<file path="src/rtl/irq_controller_if.sv">
// Interrupt-side bundle between peripherals/CSR/core and the irq_controller.
// slave = the controller, master = the core/CSR/peripheral side driving it.
interface irq_controller_if;
  logic [5:0]  irq_i;
  logic [5:0]  mie_i;
  logic        int_ack_i;
  logic        mret_i;
  logic        int_o;
  logic [31:0] mcause_o;
  logic [5:0]  irq_ret_o;
  logic        busy_o;

  modport slave (
    input  irq_i, mie_i, int_ack_i, mret_i,
    output int_o, mcause_o, irq_ret_o, busy_o
  );

  modport master (
    output irq_i, mie_i, int_ack_i, mret_i,
    input  int_o, mcause_o, irq_ret_o, busy_o
  );
endinterface

</file>
<file path="src/rtl/irq_controller.sv">
// Six-source fixed-priority machine interrupt controller: request, ack, mret completion.
// IRQ_EDGE_DETECT_EN selects edge-latched pending sources; default build is level-triggered.
module irq_controller (
  input  logic              clk,
  input  logic              rst_n,
  irq_controller_if.slave   bus
);

  typedef enum logic [1:0] {IDLE, REQ, SERVICE} state_t;

  state_t      state;
  logic [5:0]  pend;
  logic [5:0]  eligible;
  logic [2:0]  win;
  logic [2:0]  idx;
  logic        int_q;
  logic [31:0] mcause_q;
  logic [5:0]  irq_ret_q;
  logic        busy_q;

`ifdef IRQ_EDGE_DETECT_EN
  logic [5:0] irq_q;
  logic [5:0] pend_q;
  logic [5:0] pend_clr;

  always_comb begin
    pend_clr = '0;
    if (state == REQ && bus.int_ack_i) pend_clr[idx] = 1'b1;
  end

  // A fresh rising edge overrides a same-cycle ack clear so the event is kept.
  always_ff @(posedge clk or negedge rst_n) begin
    if (!rst_n) begin
      irq_q  <= '0;
      pend_q <= '0;
    end else begin
      irq_q  <= bus.irq_i;
      pend_q <= (pend_q & ~pend_clr) | (bus.irq_i & ~irq_q);
    end
  end

  assign pend = pend_q;
`else
  assign pend = bus.irq_i;
`endif

  assign eligible = pend & bus.mie_i;

  // Lowest set index wins.
  always_comb begin
    win = 3'd0;
    for (int i = 5; i >= 0; i--) begin
      if (eligible[i]) win = 3'(i);
    end
  end

  always_ff @(posedge clk or negedge rst_n) begin
    if (!rst_n) begin
      state     <= IDLE;
      idx       <= '0;
      int_q     <= 1'b0;
      mcause_q  <= '0;
      irq_ret_q <= '0;
      busy_q    <= 1'b0;
    end else begin
      irq_ret_q <= '0;
      case (state)
        IDLE: begin
          if (|eligible) begin
            idx      <= win;
            mcause_q <= 32'h8000_0010 + {29'd0, win};
            int_q    <= 1'b1;
            busy_q   <= 1'b1;
            state    <= REQ;
          end
        end
        REQ: begin
          if (bus.int_ack_i) begin
            int_q <= 1'b0;
            state <= SERVICE;
          end
        end
        SERVICE: begin
          if (bus.mret_i) begin
            irq_ret_q[idx] <= 1'b1;
            busy_q         <= 1'b0;
            state          <= IDLE;
          end
        end
        default: begin
          int_q  <= 1'b0;
          busy_q <= 1'b0;
          state  <= IDLE;
        end
      endcase
    end
  end

  assign bus.int_o     = int_q;
  assign bus.mcause_o  = mcause_q;
  assign bus.irq_ret_o = irq_ret_q;
  assign bus.busy_o    = busy_q;

endmodule
</file>
<file path="src/flat_wrapper.sv">
// flat-port wrapper written by rule: the top's interface ports become plain ports
module irq_controller_flat 
  (clk, rst_n, bus_irq_i, bus_mie_i, bus_int_ack_i, bus_mret_i, bus_int_o, bus_mcause_o, bus_irq_ret_o, bus_busy_o);
  irq_controller_if bus_i ();
  input  logic clk;
  input  logic rst_n;
  input wire logic [$bits(bus_i.irq_i)-1:0] bus_irq_i;
  input wire logic [$bits(bus_i.mie_i)-1:0] bus_mie_i;
  input wire logic [$bits(bus_i.int_ack_i)-1:0] bus_int_ack_i;
  input wire logic [$bits(bus_i.mret_i)-1:0] bus_mret_i;
  output wire logic [$bits(bus_i.int_o)-1:0] bus_int_o;
  output wire logic [$bits(bus_i.mcause_o)-1:0] bus_mcause_o;
  output wire logic [$bits(bus_i.irq_ret_o)-1:0] bus_irq_ret_o;
  output wire logic [$bits(bus_i.busy_o)-1:0] bus_busy_o;
  assign bus_i.irq_i = bus_irq_i;
  assign bus_i.mie_i = bus_mie_i;
  assign bus_i.int_ack_i = bus_int_ack_i;
  assign bus_i.mret_i = bus_mret_i;
  assign bus_int_o = bus_i.int_o;
  assign bus_mcause_o = bus_i.mcause_o;
  assign bus_irq_ret_o = bus_i.irq_ret_o;
  assign bus_busy_o = bus_i.busy_o;
  irq_controller u_core (.clk(clk), .rst_n(rst_n), .bus(bus_i));
endmodule
</file>
<file path="config.mk">
export PLATFORM = sky130hd
export DESIGN_NAME = irq_controller_flat
export DESIGN_NICKNAME = d
export VERILOG_FILES = /design/src/rtl/irq_controller_if.sv /design/src/rtl/irq_controller.sv /design/src/flat_wrapper.sv
export SDC_FILE = /design/constraint.sdc
export NUM_CORES = 1
export LEC_CHECK = 0
export BUFFER_PORTS_ARGS = -buffer_cell sky130_fd_sc_hd__buf_2
export CORE_MARGIN = 1.5
export CORE_UTILIZATION = 30
export CTS_CLUSTER_DIAMETER = 120
export DETAILED_ROUTE_END_ITERATION = 6
export HOLD_SLACK_MARGIN = 0.08
export MAX_ROUTING_LAYER = met4
export PLACE_DENSITY_LB_ADDON = 0.15
export SLEW_MARGIN = 10
export SYNTH_ARGS = -nofsm -noshare
export SYNTH_HDL_FRONTEND = slang
export SYNTH_SLANG_ARGS = --single-unit
</file>
<file path="constraint.sdc">
create_clock -name clk -period 4 [get_ports clk]
set_input_delay 0.8 -clock clk [delete_from_list [all_inputs] [get_ports clk]]
set_output_delay 0.8 -clock clk [all_outputs]
set_load 0.05 [all_outputs]
</file>
Yosys cells after proc, flatten, opt, wreduce, memory -nomap -nowiden --
Cells that the tools add are included.
Word-level totals: memory bits (read-only) 0, output and inout port bits 40, memories 0, input port bits 16, memory bits (writable) 0, logic and storage cells 43, flip-flop bits (word level) 45, latch bits 0
Cells by class: $mul 0, equality and inequality tests 5, shift-type cells 0, divide/modulo/power cells 0, order comparisons 2, multiplexer cells 19, reduce and logical (&&, ||, !) cells 7, add/sub/neg operators 1, bitwise operators 3
Operator list (number):
- adder 32 x 3 -> 32 bit (first input constant) | 1
- two-way mux 3 bit | 6
- two-way mux 6 bit | 2
- AND reduction 3 bit | 3
- bitwise AND 6 bit | 1
- two-way mux 2 bit | 3
- one-hot mux 1 bit (3 select lines) | 2
- one-hot mux 2 bit (3 select lines) | 1
- OR reduction 6 bit | 1
- < comparator 3 x 4 -> 1 bit (second input constant) | 1
- two-way mux 1 bit | 4
- != test 2 bit (second input constant) | 2
- demux 1 bit (select 3 bit) | 1
- greater-or-equal comparator 3 x 1 -> 1 bit (second input constant) | 1
- == test 2 x 1 -> 1 bit (second input constant) | 1
- == test 2 bit (second input constant) | 1
- zero test 2 bit | 1
- != test 2 x 1 -> 1 bit (second input constant) | 1
- inverter 1 bit | 2
- AND reduction 2 bit | 1
- logical AND 1 bit | 1

Logic depth before layout (Yosys ltp) --
depth in word-level cells 8, gate-level depth with buffers 5, depth with buffers taken out 4

Worst setup path after synthesis --
Ideal clock, no wire load.
path type flip-flop to output port, from reg u_core.bus.mcause_o[4] (netlist name), to out bus_mcause_o[31], path buffers 1, arrival 897 ps, required time 3200 ps, slack 2303 ps, cell stages (with the launch flop) 2, cells stage by stage dfrtp_1 buf_4
RTL lines:
- end, declared | RTL line flat_wrapper.sv:12 | output wire logic [$bits(bus_i.mcause_o)-1:0] bus_mcause_o;

Worst setup path after layout --
from reg u_core.mcause_q[2], in the netlist u_core.bus.mcause_o[2], to out bus_mcause_o[2]
RTL lines:
- start, declared | RTL line irq_controller.sv:17 | logic [31:0] mcause_q;
- start signal, assigned | RTL line irq_controller.sv:71 | mcause_q <= 32'h8000_0010 + {29'd0, win};
No word-level cell between the ends.

==> metrics.cfg <==
[sta]
hold_ws_ns=0.402
fin_setup_tns_ns=0
period_minus_slack_ns=1.87
fmax_mhz=534
fin_ws_ns=2.13
final_hold_viol_count=0
rsz0062_at_grt=false
final.period_utilization=0.468
fin_skew_ns=0.00325
slew_violations=0
finalSetupViolCount=0

[critical_path]
reg2reg_to=u_core.idx[0]
path_buf_inv=1
crit_path_max_incr_delay_ns=0.48
crit_family=flip-flops
startpoint_type=register
cp.depth=1
r2r_cells=3
crit_required_ns=3.20
r2r_start=u_core.state[1]
cp_cell_sequence=buf_2
critPathCaptureType=output pin
cp_data_arrival_time_ns=1.07
crit_type=reg2out
crit_slowest_cell=dfrtp_1
r2r_slack_ns=2.66
critPathMaxFanout=8

[floorplan]
die_w_microns=56.8
start_util=0.315
die_y_microns=56.8
die_area_sq_um=3230
coreArea_sq_um=2760
num_rows=19
ios=56

[grt]
overflow=0
antenna_found_initial=0
grt_pass1_vias=552
grt_pass1_wl_mm=2.37
busiest_layer=met2
grt_max_degree=15
met2_usage=0.174
grt_usage=0.0996
use_met1=0.0999
gr-usage-met3=0.0369

[clocking]
cts_made_buffers=3
ctsHoldBuffers=0
postCtsSetupBuffers=0
cts_resized=0
cts_tree=yes
clk_path_buf_depth=2
clk_latency_ns=0.27
path_clk_slew_ns=0.09
clockRootBuffer=clkbuf_4
h-tree-depth=1
cts_num_sinks=14

[yosys]
synth_cell_types=27
syn_area_per_cell_sq_um=10.6
synth_fa_ha_area_frac=0
ys_ff_latch=14
ys_warn_count=0
syn_area_sq_um=870
yosysSeqAreaShare=0.403
synth_compound_area_frac=0.178
synth_top_family_by_area=buffers and inverters
synthSimpleGateAreaFrac=0.140
synthXorXnorAreaFrac=0
synthMuxAreaShare=0.0173
synthCells=82

[finish]
layout_common_cells=buf_2, conb_1, dfrtp_1, nand2_1, nor2_1
area_delta_synth_final_pct=10.6
drive_above_1_share=0.373
stdcell_area_sq_um=962
fin_cells=141
final_util=0.349
final_common_cell=buf_2
nets=127
n_antenna_cell=0
fillers=286

[route]
via_per_inst=4.24
drt_pass1_iterations=4
dr_total_vias=598
drc=0
routedWlPerCell_microns=10.1
drt-total-wl_mm=1.42
drtIter0Drc=8
ant_nets=0

[place]
globalplace.congestion=0.675
hpwl_mm=1.17
place_area_sq_um=926
place_inst=137
pre_cts_slack_ns=2.18
io_buffers=28

[status]
outcome=completed

[min_path]
min_path_type=in2async

[power_and_ir_drop]
p_per_area_nw_per_um2=653
leakagePower_nw=0.523
ir_drop_mv=0.363
power_mw=0.628

[run]
maxCapViolCount=0

## sequential cells by signal, indices dropped and copies added, names as in the netlist
name / count
u_core.bus.mcause_o: 2
u_core.state: 2
u_core.bus.int_o: 1
u_core.idx: 2
u_core.bus.irq_ret_o: 6
u_core.bus.busy_o: 1
## worst reg2reg max path, stage by stage, from the launching register on
cell	delay, ns
dfrtp_1	0.47
nor2_2	0.19
a21boi_4	0.26
mux2_4	0.31
## kinds of logic after synthesis
| kind of cell | after synthesis |
|---|---|
| flip-flops | 14 |
| AND/OR/NAND/NOR | 20 |
| AO/OA/AOI/OAI | 15 |
| other | 1 |
| multiplexers | 1 |
| buffers and inverters | 31 |
## layout make-up
type / count / area [sq um] / area share
Inverter: 1 / 3.75 / 0.00390
Timing Repair Buffer: 28 / 140 / 0.146
Sequential cell: 14 / 350 / 0.364
Tap cell: 31 / 38.8 / 0.0403
Clock buffer: 4 / 36.3 / 0.0377
Multi-Input combinational cell: 63 / 393 / 0.408
## Yosys cell counts
library cell,number,share of area
buf_4,28,0.24
dfrtp_1,14,0.40
nand2_1,5,0.022
nor2_1,4,0.017
o21ai_0,3,0.017
a21o_1,2,0.017
a22o_4,2,0.040
a22oi_1,2,0.017
buf_2,2,0.012
nor4_1,2,0.014
nor4b_1,2,0.020
a21boi_4,1,0.022
a21o_2,1,0.010
a22oi_4,1,0.024
a32oi_1,1,0.010
and3_1,1,0.0072
conb_1,1,0.0043
inv_1,1,0.0043
mux2_4,1,0.017
nand3b_1,1,0.0086
nand4_1,1,0.0072
nor2_2,1,0.0072
nor2_8,1,0.023
nor3_1,1,0.0057
o22ai_1,1,0.0072
o32a_2,1,0.013
or2_1,1,0.0072
## worst max-delay path by stage
| stage | from | to | slack [ns] |
|---|---|---|---|
| 6_report | u_core.bus.mcause_o[2] | bus_mcause_o[2] | 2.13 |
| 5_1_grt | u_core.bus.mcause_o[2] | bus_mcause_o[2] | 2.02 |
| 4_1_cts | u_core.bus.mcause_o[2] | bus_mcause_o[2] | 2.12 |
| 3_5_place_dp | bus_irq_i[2] | u_core.idx[0] | 2.18 |
| 3_3_place_gp | bus_irq_i[2] | u_core.idx[0] | 2.19 |
| 2_1_floorplan | u_core.bus.mcause_o[4] | bus_mcause_o[31] | 2.30 |
## routing by layer
metal | part of all wire | vias up
met1 | 0.37 | 285
met3 | 0.081 | 0
met2 | 0.55 | 27
met4 | 0 | 0
li1 | - | 286
met5 | 0 | -
## power breakdown
group          switching, mW  leakage, nW  total, mW  internal, mW
Sequential            0.0527        0.176      0.230         0.178
Combinational          0.209        0.327      0.297        0.0881
Clock                 0.0454       0.0210      0.101        0.0553
Power figures use the tool's default switching activity.
